### config.mk
export PLATFORM = sky130hd
export DESIGN_NAME = parallel2serial_tx
export DESIGN_NICKNAME = d
export VERILOG_FILES = /design/src/rtl/parallel2serial_tx.sv
export SDC_FILE = /design/constraint.sdc
export NUM_CORES = 1
export LEC_CHECK = 0
export ABC_AREA = 0
export CAP_MARGIN = 20
export CORE_UTILIZATION = 58
export CTS_CLUSTER_DIAMETER = 200
export DETAILED_ROUTE_END_ITERATION = 10
export PLACE_DENSITY = 0.93
export SLEW_MARGIN = 0
export SYNTH_ARGS = -nofsm -noshare
export SYNTH_HDL_FRONTEND = slang
export SYNTH_SLANG_ARGS = --single-unit
export TNS_END_PERCENT = 1
### constraint.sdc
create_clock -name clk -period 2.65 [get_ports clk]
set_input_delay 0.53 -clock clk [delete_from_list [all_inputs] [get_ports clk]]
set_output_delay 0.53 -clock clk [all_outputs]
set_load 0.05 [all_outputs]
### src/rtl/parallel2serial_tx.sv
// Word-to-bitstream serializer: one-word holding register in front of a shifter,
// so the next word can be queued while the current one shifts out.
module parallel2serial_tx #(
  parameter int DATA_W     = 8,
  parameter int MSB_FIRST  = 1,
  parameter int GAP_CYCLES = 0
) (
  input  logic              clk,
  input  logic              rst,
  input  logic [DATA_W-1:0] din_parallel,
  input  logic              din_valid,
  output logic              din_ready,
  output logic              dout_serial,
  output logic              dout_valid,
  output logic              dout_last,
  output logic              busy
);

  localparam int            CW       = (DATA_W > 1) ? $clog2(DATA_W) : 1;
  localparam logic [CW-1:0] BIT_LAST = CW'(DATA_W - 1);
  localparam logic [3:0]    GAP_LAST = (GAP_CYCLES > 0) ? 4'(GAP_CYCLES - 1) : 4'd0;

  typedef enum logic [1:0] {IDLE, SHIFT, GAP} state_t;

  state_t            state, state_nxt;
  logic [DATA_W-1:0] hold, shreg, shreg_nxt;
  logic              hold_full, hold_full_nxt;
  logic [CW-1:0]     cnt, cnt_nxt;
  logic [3:0]        gap_cnt, gap_cnt_nxt;
  logic              load, accept;
  logic              ser_nxt, vld_nxt, last_nxt, busy_nxt;

  assign din_ready = !hold_full;
  assign accept    = din_valid && !hold_full;

  always_ff @(posedge clk or posedge rst) begin
    if (rst) state <= IDLE;
    else     state <= state_nxt;
  end

  always_comb begin
    state_nxt   = state;
    load        = 1'b0;
    cnt_nxt     = cnt;
    gap_cnt_nxt = gap_cnt;
    unique case (state)
      IDLE: begin
        if (hold_full) begin
          load      = 1'b1;
          state_nxt = SHIFT;
        end
      end
      SHIFT: begin
        if (cnt != BIT_LAST) begin
          cnt_nxt = cnt + 1'b1;
        end else if (GAP_CYCLES > 0) begin
          state_nxt   = GAP;
          gap_cnt_nxt = '0;
        end else if (hold_full) begin
          // reload on the last-bit edge so the next word follows with no bubble
          load = 1'b1;
        end else begin
          state_nxt = IDLE;
        end
      end
      GAP: begin
        if (gap_cnt != GAP_LAST) begin
          gap_cnt_nxt = gap_cnt + 1'b1;
        end else if (hold_full) begin
          load      = 1'b1;
          state_nxt = SHIFT;
        end else begin
          state_nxt = IDLE;
        end
      end
      default: state_nxt = IDLE;
    endcase
    if (load) cnt_nxt = '0;
  end

  // shifter keeps the bit on air at its output end (MSB or LSB)
  always_comb begin
    if (load)
      shreg_nxt = hold;
    else if (state == SHIFT)
      shreg_nxt = (MSB_FIRST != 0) ? (shreg << 1) : (shreg >> 1);
    else
      shreg_nxt = shreg;
  end

  always_comb begin
    vld_nxt       = load || ((state == SHIFT) && (cnt != BIT_LAST));
    last_nxt      = vld_nxt && (cnt_nxt == BIT_LAST);
    ser_nxt       = vld_nxt && ((MSB_FIRST != 0) ? shreg_nxt[DATA_W-1] : shreg_nxt[0]);
    hold_full_nxt = load ? 1'b0 : (accept ? 1'b1 : hold_full);
    busy_nxt      = hold_full_nxt || (state_nxt != IDLE);
  end

  always_ff @(posedge clk or posedge rst) begin
    if (rst) begin
      hold        <= '0;
      hold_full   <= 1'b0;
      shreg       <= '0;
      cnt         <= '0;
      gap_cnt     <= '0;
      dout_serial <= 1'b0;
      dout_valid  <= 1'b0;
      dout_last   <= 1'b0;
      busy        <= 1'b0;
    end else begin
      if (accept) hold <= din_parallel;
      hold_full   <= hold_full_nxt;
      shreg       <= shreg_nxt;
      cnt         <= cnt_nxt;
      gap_cnt     <= gap_cnt_nxt;
      dout_serial <= ser_nxt;
      dout_valid  <= vld_nxt;
      dout_last   <= last_nxt;
      busy        <= busy_nxt;
    end
  end

endmodule

==> out/metrics.yaml <==
place:
  gp_congestion: 0.7293
  dp_hpwl_um: 1471
  port_buffers: 15
route:
  ant_nets: 0
  routed_via_density: 5.427
  highest_layer: "met4"
  met3_length_um: 84
  dr_wl_met2_um: 1117
  wl_per_cell_um: 14.04
  wl_met1_um: 966
  vias: 852
  drtIter0Drc: 19
  finalWirelength_um: 2204
  drcViolationCount: 0
  firstDrtPassIters: 4
pwr:
  p_per_area_nw_per_um2: 1001
  leakage_uw: 0.0007565
  p_seq_share_pct: 44.6
  p_int_uw: 1082
  comb_power_share_pct: 33.4
  vdd_ir_drop_max_v: 0.0007085
  sw_frac_of_total_pct: 32.34
  clkPwrFrac_pct: 22.0
  switchingPower_uw: 517.2
floorplanning:
  die_width_um: 49.93
  start_util_pct: 64.62
  rows: 16
  die_area_um2: 2493
  core-area_um2: 2062
  die_y_um: 49.93
  ioPinCount: 16
global_route:
  grt_max_degree: 31
  grt_overflow_total: 0
  grt_pass1_vias: 870
  grt.total_usage_pct: 22.76
  antenna_found_initial: 0
  grt_pass1_wl_um: 3953
worst_hold_path:
  min_from: "hold[1]$_DFFE_PP0P_"
  min_path_cells: 1
  hold_class: "flop to flop"
synth:
  synth-edff-count: 0
  synth-main-ff-cell: "dfrtp_1"
  synthDominantAreaCellType: "dfrtp_1"
  ys_seq_area_share_pct: 56.34
  synth.area.top_cells: "dfrtp_1 56%, mux2_2 8.5%, mux2i_1 4.5%"
  synthCells: 107
  synth.top_cell.area_share_pct: 56.34
  synth-seq-cells: 30
  synth_commonest_cells: "30 x dfrtp_1, 10 x mux2_2, 9 x nor2_1"
  async_flop_share_pct: 100.0
  post-synth-top-count-cell: "dfrtp_1"
  synthesis.nets: 121
  syn-cell-area_um2: 1333
  yosysWarnings: 0
  synth.distinct_cells: 28
  avgSynthCellArea_um2: 12.45
final_layout:
  regArea_um2: 750.7
  multiInputGateArea_um2: 536.8
  nFillCells: 116
  drive_gt1_share_pct: 20.00
  fin_util_pct: 77.49
  diodes: 0
  syn_to_final_growth_pct: 19.91
  final_nets: 143
sta:
  finalCritPeriodShare_pct: 84.20
  fin_skew_ns: 0.007439
  relSlewSlack_pct: 63.17
  setup_viol: 0
  finalCriticalPeriod_ns: 2.231
  setup_tns_ns: 0
  drv_slew: 0
  fmax_mhz: 448.1
  finalHoldViolCount: 0
  rsz0062_at_grt: "false"
  worst_pin_slew_ns: 0.5514
critical_path:
  rr_startpoint: "cnt[0]$_DFF_PP0_"
  crit_required_ns: 2.12
  crit_path_cell_trace: "inv_1 > clkdlybuf4s50_1"
  rr_worst_depth: 5
  crit_slowest_cell: "clkdlybuf4s50_1"
  slowest_delay_ns: 0.79
  worstPathArrival_ns: 1.70
  crit_fanout: 7
  end_kind: "output port"
  startpoint_type: "flop"
  setup.worst_path.class: "flop to output port"
  startpoint: "hold_full$_DFF_PP0_"
cts:
  cts-htree-levels: 2
  clock-sinks: 30
  cts_buffers: 5
  cts_setup_buffers: 0
  cts_buffer_depth: 2
  worstSkewPairLatency_ns: 0.33
  ctsHoldBuffers: 0
  post_cts_resized: 0
  cts_tree: "built"
  clk_pin_slew_ns: 0.09
  cts-root-buf: "clkbuf_4"
outcome:
  status: "finished clean"
flow_run:
  maxCapViolCount: 0
## critical path, delay by kind of cell, from the launching register on
kind     cells  cell delay, ns
buf+inv      2            0.89
flops        1            0.49
## routing by layer
layer | vias to the layer above | track usage, %
met5 | - | 0
met4 | 0 | 8.571
met3 | 4 | 9.259
met2 | 17 | 36.94
met1 | 418 | 26.90
li1 | 413 | -
## flip-flops by register name, indices dropped and copies added (netlist names)
name / flops
state: 2
hold_full: 1
dout_serial: 1
dout_valid: 1
hold: 8
shreg: 8
busy: 1
gap_cnt: 4
cnt: 3
dout_last: 1
## kinds of logic (layout without fill, tap and decap cells)
family | count (synthesis) | after routing | share of synthesized area (%)
muxes | 17 | 17 | 14.08
and+or+nand+nor | 27 | 27 | 11.27
xor gates and xnor gates | 5 | 5 | 3.286
buffers and inverters | 10 | 33 | 3.380
DFF | 30 | 30 | 56.34
adders and majority gates | 3 | 3 | 2.817
AOI/OAI and AO/OA | 15 | 15 | 8.827
## power by group through the flow
stage / sequential (µW) / combinational [µW] / clock, µW
3_5_place_dp: 722 / 534 / 0
2_1_floorplan: 740 / 382 / 0
4_1_cts: 713 / 537 / 360
3_3_place_gp: 712 / 503 / 0
5_1_grt: 730 / 589 / 383
6_report: 713 / 533 / 352
## cell type report
cell class,count,share of cell area (%)
tap,27,2.114
sequential,30,46.99
clock buffer,5,2.349
multi-input combinational,67,33.59
clock inverter,3,2.506
inverter,7,1.644
timing repair buffer,18,10.81
## through the flow
stage	power (µW)	hold slack [ns]	worst slack [ns]	instance area [µm²]	cells
CTS	1610	0.5184	0.4049	1598	157
global route	1702	0.5339	0.3288	1598	157
floorplan	1123	0.4767	0.9932	1333	107
global placement	1215	0.4915	0.8053	1520	149
detailed placement	1256	0.4959	0.7305	1520	149
finish	1599	0.5135	0.4186	1598	157
## placed cells by master (no fill, tap or decap)
cell and n:
xor2_1 1, a21boi_2 1, nand2b_1 1, nor2_1 9, buf_4 3, mux2i_1 6, ha_1 3, nand3b_1 1
clkinv_2 2, a21boi_0 1, bufinv_16 1, nor2b_1 3, and2_1 2, a211oi_2 1, mux2_4 1, o221ai_1 1
mux2_2 10, o21ai_0 3, nand3_1 1, and4b_1 1, dfrtp_1 30, nand4_1 1, clkbuf_4 5, nor4b_4 1
o22ai_1 1, inv_1 7, a2bb2oi_4 1, xnor2_1 4, clkdlybuf4s50_1 15, a21oi_1 6, nand2_1 7
## final timing paths
check | to | slack (ns)
max | din_ready | 0.42
min | hold[1]$_DFFE_PP0P_ | 0.51
max reg2reg | dout_serial$_DFF_PP0_ | 0.69
min reg2reg | hold[1]$_DFFE_PP0P_ | 0.51
max in group asynchronous | hold_full$_DFF_PP0_ | 1.82
min in group asynchronous | dout_serial$_DFF_PP0_ | 0.56
(Power assumes the default switching activity.)
